`config.mk`:
```
export PLATFORM = sky130hd
export DESIGN_NAME = muller_c_array
export DESIGN_NICKNAME = d
export VERILOG_FILES = /design/src/rtl/muller_c_array.sv
export SDC_FILE = /design/constraint.sdc
export NUM_CORES = 1
export LEC_CHECK = 0
export CORE_MARGIN = 8
export CORE_UTILIZATION = 45
export DETAILED_ROUTE_END_ITERATION = 16
export DONT_BUFFER_PORTS = 1
export SLEW_MARGIN = 20
export SYNTH_ARGS = -nofsm -noshare
export SYNTH_HDL_FRONTEND = slang
export SYNTH_SLANG_ARGS = --single-unit
```
`constraint.sdc`:
```
create_clock -name clk -period 1.9 [get_ports clk]
set_input_delay 0.285 -clock clk [delete_from_list [all_inputs] [get_ports clk]]
set_output_delay 0.285 -clock clk [all_outputs]
set_load 0.01 [all_outputs]
```
`src/rtl/muller_c_array.sv`:
```
// rtl/muller_c_array.sv - Array of runtime-configurable C-element / RS latch channels
// with optional input synchroniser, toggle pulses and saturating toggle counters.
module muller_c_array #(
  parameter int   CHANNELS    = 4,
  parameter int   N_IN        = 2,
  parameter int   SYNC_STAGES = 2,
  parameter int   CNT_W       = 8,
  parameter logic RESET_VAL   = 1'b0
) (
  input  logic                        clk,
  input  logic                        rst_n,
  input  logic [1:0]                  mode,
  input  logic                        en,
  input  logic [CHANNELS*N_IN-1:0]    c_in,
  input  logic [CHANNELS-1:0]         s,
  input  logic [CHANNELS-1:0]         r,
  input  logic                        cnt_clr,
  output logic [CHANNELS-1:0]         q,
  output logic [CHANNELS-1:0]         changed,
  output logic [CHANNELS*CNT_W-1:0]   toggle_cnt
);

  localparam int IN_W = CHANNELS * (N_IN + 2);
  localparam logic [CNT_W-1:0] CNT_MAX = '1;

  logic [IN_W-1:0]          w_raw;
  logic [IN_W-1:0]          w_sync;
  logic [CHANNELS*N_IN-1:0] w_c;
  logic [CHANNELS-1:0]      w_s;
  logic [CHANNELS-1:0]      w_r;
  logic [CHANNELS-1:0]      w_q_next;
  logic [CHANNELS-1:0]      r_q;
  logic [CHANNELS-1:0]      r_changed;

  assign w_raw = {r, s, c_in};

  generate
    if (SYNC_STAGES == 0) begin : g_bypass
      assign w_sync = w_raw;
    end else begin : g_sync
      logic [IN_W-1:0] r_pipe [SYNC_STAGES];
      always_ff @(posedge clk or negedge rst_n) begin
        if (!rst_n) begin
          for (int i = 0; i < SYNC_STAGES; i++) r_pipe[i] <= '0;
        end else begin
          r_pipe[0] <= w_raw;
          for (int i = 1; i < SYNC_STAGES; i++) r_pipe[i] <= r_pipe[i-1];
        end
      end
      assign w_sync = r_pipe[SYNC_STAGES-1];
    end
  endgenerate

  assign w_c = w_sync[CHANNELS*N_IN-1:0];
  assign w_s = w_sync[CHANNELS*N_IN +: CHANNELS];
  assign w_r = w_sync[CHANNELS*(N_IN+1) +: CHANNELS];

  // Every mode evaluates against the current q, so a mode switch never re-initialises state.
  always_comb begin
    w_q_next = r_q;
    if (en) begin
      for (int k = 0; k < CHANNELS; k++) begin
        case (mode)
          2'b00: begin
            if (&w_c[k*N_IN +: N_IN])       w_q_next[k] = 1'b1;
            else if (~|w_c[k*N_IN +: N_IN]) w_q_next[k] = 1'b0;
          end
          2'b01: begin
            if (w_s[k])      w_q_next[k] = 1'b1;
            else if (w_r[k]) w_q_next[k] = 1'b0;
          end
          2'b10: begin
            if (w_r[k])      w_q_next[k] = 1'b0;
            else if (w_s[k]) w_q_next[k] = 1'b1;
          end
          default: ;
        endcase
      end
    end
  end

  always_ff @(posedge clk or negedge rst_n) begin
    if (!rst_n) begin
      r_q       <= {CHANNELS{RESET_VAL}};
      r_changed <= '0;
    end else begin
      r_q       <= w_q_next;
      r_changed <= w_q_next ^ r_q;
    end
  end

  generate
    for (genvar k = 0; k < CHANNELS; k++) begin : g_cnt
      logic [CNT_W-1:0] r_cnt;
      // A clear wins over a coincident toggle; that toggle is deliberately lost.
      always_ff @(posedge clk or negedge rst_n) begin
        if (!rst_n) begin
          r_cnt <= '0;
        end else if (cnt_clr) begin
          r_cnt <= '0;
        end else if ((w_q_next[k] != r_q[k]) && (r_cnt != CNT_MAX)) begin
          r_cnt <= r_cnt + 1'b1;
        end
      end
      assign toggle_cnt[k*CNT_W +: CNT_W] = r_cnt;
    end
  endgenerate

  assign q       = r_q;
  assign changed = r_changed;

endmodule

```
[Word-level counts from Yosys, hierarchy flattened]
Index checks and enable logic that the tools add are counted.
Storage, ports and cells
  output and inout port bits: 40
  bits of input ports: 22
  register bits after elaboration: 72
  logic and storage cells: 77
Operators by class
  mux-type cells: 37
  add/sub/neg operators: 4
  eq/ne operators: 10
  bitwise operators: 1
  reductions and logical operators: 17
Operators by type and width (count)
  8-bit two-way mux: 8
  8-bit by 1-bit adder with 8-bit output (second input constant): 4
  8-bit inequality test (second input constant): 4
  1-bit two-way mux: 24
  1-bit one-hot mux with 3 select lines: 4
  2-bit AND reduction: 4
  2-bit nonzero test: 4
  2-bit OR reduction: 4
  1-bit logical AND: 4
  4-bit two-way mux: 1
  1-bit inequality test: 4
  4-bit XOR: 1
  2-bit by 1-bit == test with 1-bit output (second input constant): 1
  2-bit == test (second input constant): 1
  2-bit logical NOT: 1

[Depth between registers and ports, before layout]
  depth in word-level cells: 9
  mapped depth: 8
  depth with buffers taken out: 7

[Worst setup path before layout]
OpenSTA, ideal clock, no wires.
  path type: reg-to-reg
  start point: register r_q[1], in the netlist q[1]
  end point: register g_cnt[1].r_cnt[6]
  stages on the path, launching flop included: 8
  data required time: 1.775 ns
  path slack: -0.284 ns
  period minus slack after synthesis: 2.184 ns
  setup time: 0.125 ns
  arrival time: 2.059 ns
  cell sequence: dfrtp_1 -> maj3_1 -> and2_1 -> nor4_4 -> or2_0 -> buf_2 -> and4b_1 -> mux2_2
Between the ends
  longest elaborated chain between the ends: 7
  elaborated cells on any way between the ends: 11
  those cells by class: 1 x eq/ne; 8 x mux; 2 x reduce/logical
RTL lines
  start: declaration: RTL line 32  | logic [CHANNELS-1:0] r_q;
  start signal: assignment: RTL line 84  | r_q <= {CHANNELS{RESET_VAL}};
  start signal: assignment: RTL line 87  | r_q <= w_q_next;
  1-bit two-way mux, on equally long branches: RTL line 74, 66, 70
  1-bit two-way mux, on equally long branches: RTL line 73, 65, 69
  1-bit one-hot mux with 3 select lines: RTL line 63  | case (mode)
  4-bit two-way mux: RTL line 61  | if (en) begin
  1-bit inequality test (*): RTL line 101  | end else if ((w_q_next[k] != r_q[k]) && (r_cnt != CNT_MAX)) begin
  1-bit logical AND (*): RTL line 101
  2-bit nonzero test (no source line) (*)
  end signal: assignment: RTL line 102  | r_cnt <= r_cnt + 1'b1;
  end: declaration: RTL line 94  | logic [CNT_W-1:0] r_cnt;
Every way passes the cells marked *; elsewhere a longest branch is shown, timed or not.
A chain may end at the register's enable or synchronous reset.

[Final worst setup path]
  start point: register r_q[3], in the netlist q[3]
  end point: register g_cnt[3].r_cnt[4]
Between the ends
  longest elaborated chain between the ends: 7
  elaborated cells on any way between the ends: 11
  those cells by class: 1 x eq/ne; 8 x mux; 2 x reduce/logical
RTL lines (RTL line)
  1-bit two-way mux, on equally long branches: 74, 66, 70
  1-bit two-way mux, on equally long branches: 73, 65, 69
  1-bit one-hot mux with 3 select lines: 63
  4-bit two-way mux: 61
  1-bit inequality test (*): 101
  1-bit logical AND (*): 101
  2-bit nonzero test (no source line) (*)
  end signal: assignment: 102
  end: declaration: 94
Marked as above.

==> results_dict.tcl <==
set metrics [dict create \
    multi_input_comb_area_mm2 0.00151 \
    cts.root.buffer_cell "clkbuf_8" \
    final_layout_size_suffix_gt1_frac 0.318 \
    ctsHtreeMaxLevel 3 \
    die_h_um 101 \
    number_of_distinct_library_cells_after_synthesis 52 \
    r2r_start "q[3]$_DFF_PN0_" \
    ys_top_cells_by_area "dfrtp_1 (56%), a21oi_1 (3.6%), nor2_1 (2.9%), nand2_1 (2.5%), nand3_1 (2.5%)" \
    cts_max_path_buffers 2 \
    global_route.usage.total 0.151 \
    grt_pass1_wl_um 12100 \
    starting_density_of_the_core 0.457 \
    tightest_slew_ns 0.367 \
    drv.max_cap_violation_count 0 \
    leakage_nw 1.90 \
    ys_warn_count 0 \
    synth_top_cell_by_area "dfrtp_1" \
    vias_per_cell 5.26 \
    postRouteAntennaNets 0 \
    n_antenna_cell 0 \
    timing.hold.ws_ns -0.362 \
    cts_buffers 9 \
    synth_common_cells "dfrtp_1 (72), nor2_1 (25), a21oi_1 (23)" \
    dp_worst_setup_slack_ns -0.0322 \
    hpwlAfterDp_um 5040 \
    fmax_ghz 0.509 \
    drt_wl_cell_um 15.4 \
    nFillCells 617 \
    startpoint "q[3]$_DFF_PN0_" \
    critical_path.max_stage_delay_ns 0.43 \
    cp_data_required_time_ns 2.18 \
    sequential_element_share_of_the_synthesized_area 0.556 \
    die_area_mm2 0.0102 \
    relSlewSlack 0.752 \
    worst_hold_path_type "input pin to async pin" \
    max_transition_viols_final 0 \
    io_pins 62 \
    clock-skew-final_ns 0.0109 \
    final-hold-violation-count 72 \
    timing.critical_path.arrival_ns 2.24 \
    violations_in_the_final_reports "hold timing, setup timing" \
    detailed_router_iteration_count_before_antenna_repair 4 \
    dieWidth_um 101 \
    grt_antenna_before_repair 0 \
    power.density_mw_per_mm2 767 \
    setup_viol_count_final 6 \
    worst_setup_path_start_kind "flip-flop" \
    synth_edf_count 0 \
    vias_in_the_first_global_route 2463 \
    critical_path.cell_chain "o21ai_1, mux2_4, o31a_1, and2_4, buf_6, or3_4, a21oi_2" \
    syn2layout_area_growth_pct 32.5 \
    cp_slowest_cell "dfrtp_1" \
    final_util 0.605 \
    synth_net_count 324 \
    route.detailed.drc 0 \
    rows 31 \
    design.core.area_mm2 0.00710 \
    grt_max_degree 73 \
    cts_tree "done" \
    vias 2519 \
    worst_ir_drop_vdd_mv 0.513 \
    avgSynthCellArea_um2 10.9 \
    async_s_r_ff_share_synth 1.00 \
    port_buffers 0 \
    postLayoutSetupSlackWorst_ns -0.0660 \
    final.min_clock_period_ns 1.97 \
    post_synth_inst_count 298 \
    ys_ff_latch 72 \
    register_area_mm2 0.00180 \
    synth_area_mm2 0.00324 \
    yosys.area.top_type_share 0.556 \
    critical_path.endpoint_type "flip-flop" \
    post_cts_clock_slew_at_the_launch_and_capture_registers_of_the_worst_setup_and_hold_paths_ns 0.08 \
    finalWirelength_um 7390 \
    grt_setup_unrepaired "true" \
    place.gp.congestion 0.797 \
    final_layout_setup_total_negative_slack_ns -0.223 \
    result_of_the_run "complete, but fails checks" \
    gr-total-overflow 0 \
    timing.setup.critical_path_class "flip-flop to flip-flop" \
    design.final.nets 401 \
    timing.final.crit_share 1.03 \
    post-synth-top-count-cell "dfrtp_1" \
    largest_fanout_on_the_critical_path 5 \
    dominant_synthesized_flop_cell "dfrtp_1" \
    clkSinkCount 72 \
    cts_hold_buf 16 \
    clk-insertion-delay-late_ns 0.34 \
    drt-initial-drc-count 119 \
]
flip-flops by register name, summed over array words and instances, names as in the netlist:
register       count
changed            4
g_cnt.r_cnt       32
g_sync.r_pipe     16
q                  4
w_sync            16
layout make-up:
type,instances,share of cell area
clock buffers,13,0.0393
clock inverters,3,0.00933
inverters,7,0.00612
multi-input cells,209,0.352
flip-flops and latches,72,0.420
well taps,99,0.0289
repair buffers,76,0.144
metrics by stage:
step	instances	hold slack [ns]	power, mW	instance area [um^2]
6_report	479	-0.362	3.29	4290
5_1_grt	479	-0.390	3.46	4290
4_1_cts	474	-0.385	3.30	4140
3_5_place_dp	439	-0.00832	2.00	3720
3_3_place_gp	439	-0.00752	1.99	3720
2_1_floorplan	298	-0.0106	1.88	3270
placed cells by master, fill, tap and decap left out, types with 3 or more instances in the layout:
master	n
a21oi_1	18
a21oi_2	5
and2_4	3
and3_1	4
and4_1	3
buf_4	58
clkbuf_8	12
dfrtp_1	70
dlygate4sd3_1	16
ha_1	3
inv_1	7
maj3_1	4
maj3_2	4
mux2_2	5
mux2_4	4
mux2i_1	3
nand2_1	19
nand2_2	3
nand2b_1	5
nand3_1	16
nand4_1	5
nor2_1	24
nor2b_1	11
o21a_1	3
o21ai_0	11
o21ai_1	3
or3_1	3
xnor2_1	4
xor2_1	4
path summary, 6_finish.rpt:
path / endpoint / slack, ns / cells after the start
max: g_cnt[3].r_cnt[4]$_DFFE_PN0P_ / -0.07 / 7
min: g_cnt[0].r_cnt[0]$_DFFE_PN0P_ / -0.36 / 0
max reg2reg: g_cnt[3].r_cnt[4]$_DFFE_PN0P_ / -0.07 / 7
min reg2reg: w_sync[15]$_DFF_PN0_ / 0.35 / 0
max in group asynchronous: q[1]$_DFF_PN0_ / 2.11 / 0
min in group clk: g_cnt[2].r_cnt[4]$_DFFE_PN0P_ / 0 / 1
kinds of logic after synthesis:
logic type,count (synthesis),synth area share
DFF,72,0.556
xor gates and xnor gates,8,0.0216
AOI/OAI and AO/OA,60,0.115
buffers and inverters,17,0.0236
and+or+nand+nor,116,0.197
muxes,13,0.0459
adders and majority gates,12,0.0405
power by group:
group	switching, mW	internal [mW]
clock network	0.534	0.711
registers	0.0437	1.60
logic	0.179	0.223
total	0.756	2.54
worst max-delay path: cells and delay by family (launching register included):
kind | cells | cell delay, ns
AO/OA/AOI/OAI | 3 | 0.55
AND/OR/NAND/NOR | 2 | 0.53
flip-flops | 1 | 0.43
multiplexers | 1 | 0.29
buffers and inverters | 1 | 0.11
metal layers:
metal	wire (um)	track usage	vias up
li1	-	-	1214
met1	3360	0.196	1231
met2	3420	0.228	64
met3	526	0.0546	10
met4	87	0.0453	0
met5	0	0	-
what timing repair did:
action / 4_1_cts / 5_1_grt
pin swaps: 3 / 19
buffers inserted: 3 / 5
setup endpoints to repair: 13 / 24
cloned: 0 / 0
endpoints found under the hold margin: 109 / 93
resized for setup: 5 / 29
(Power assumes the default switching activity.)
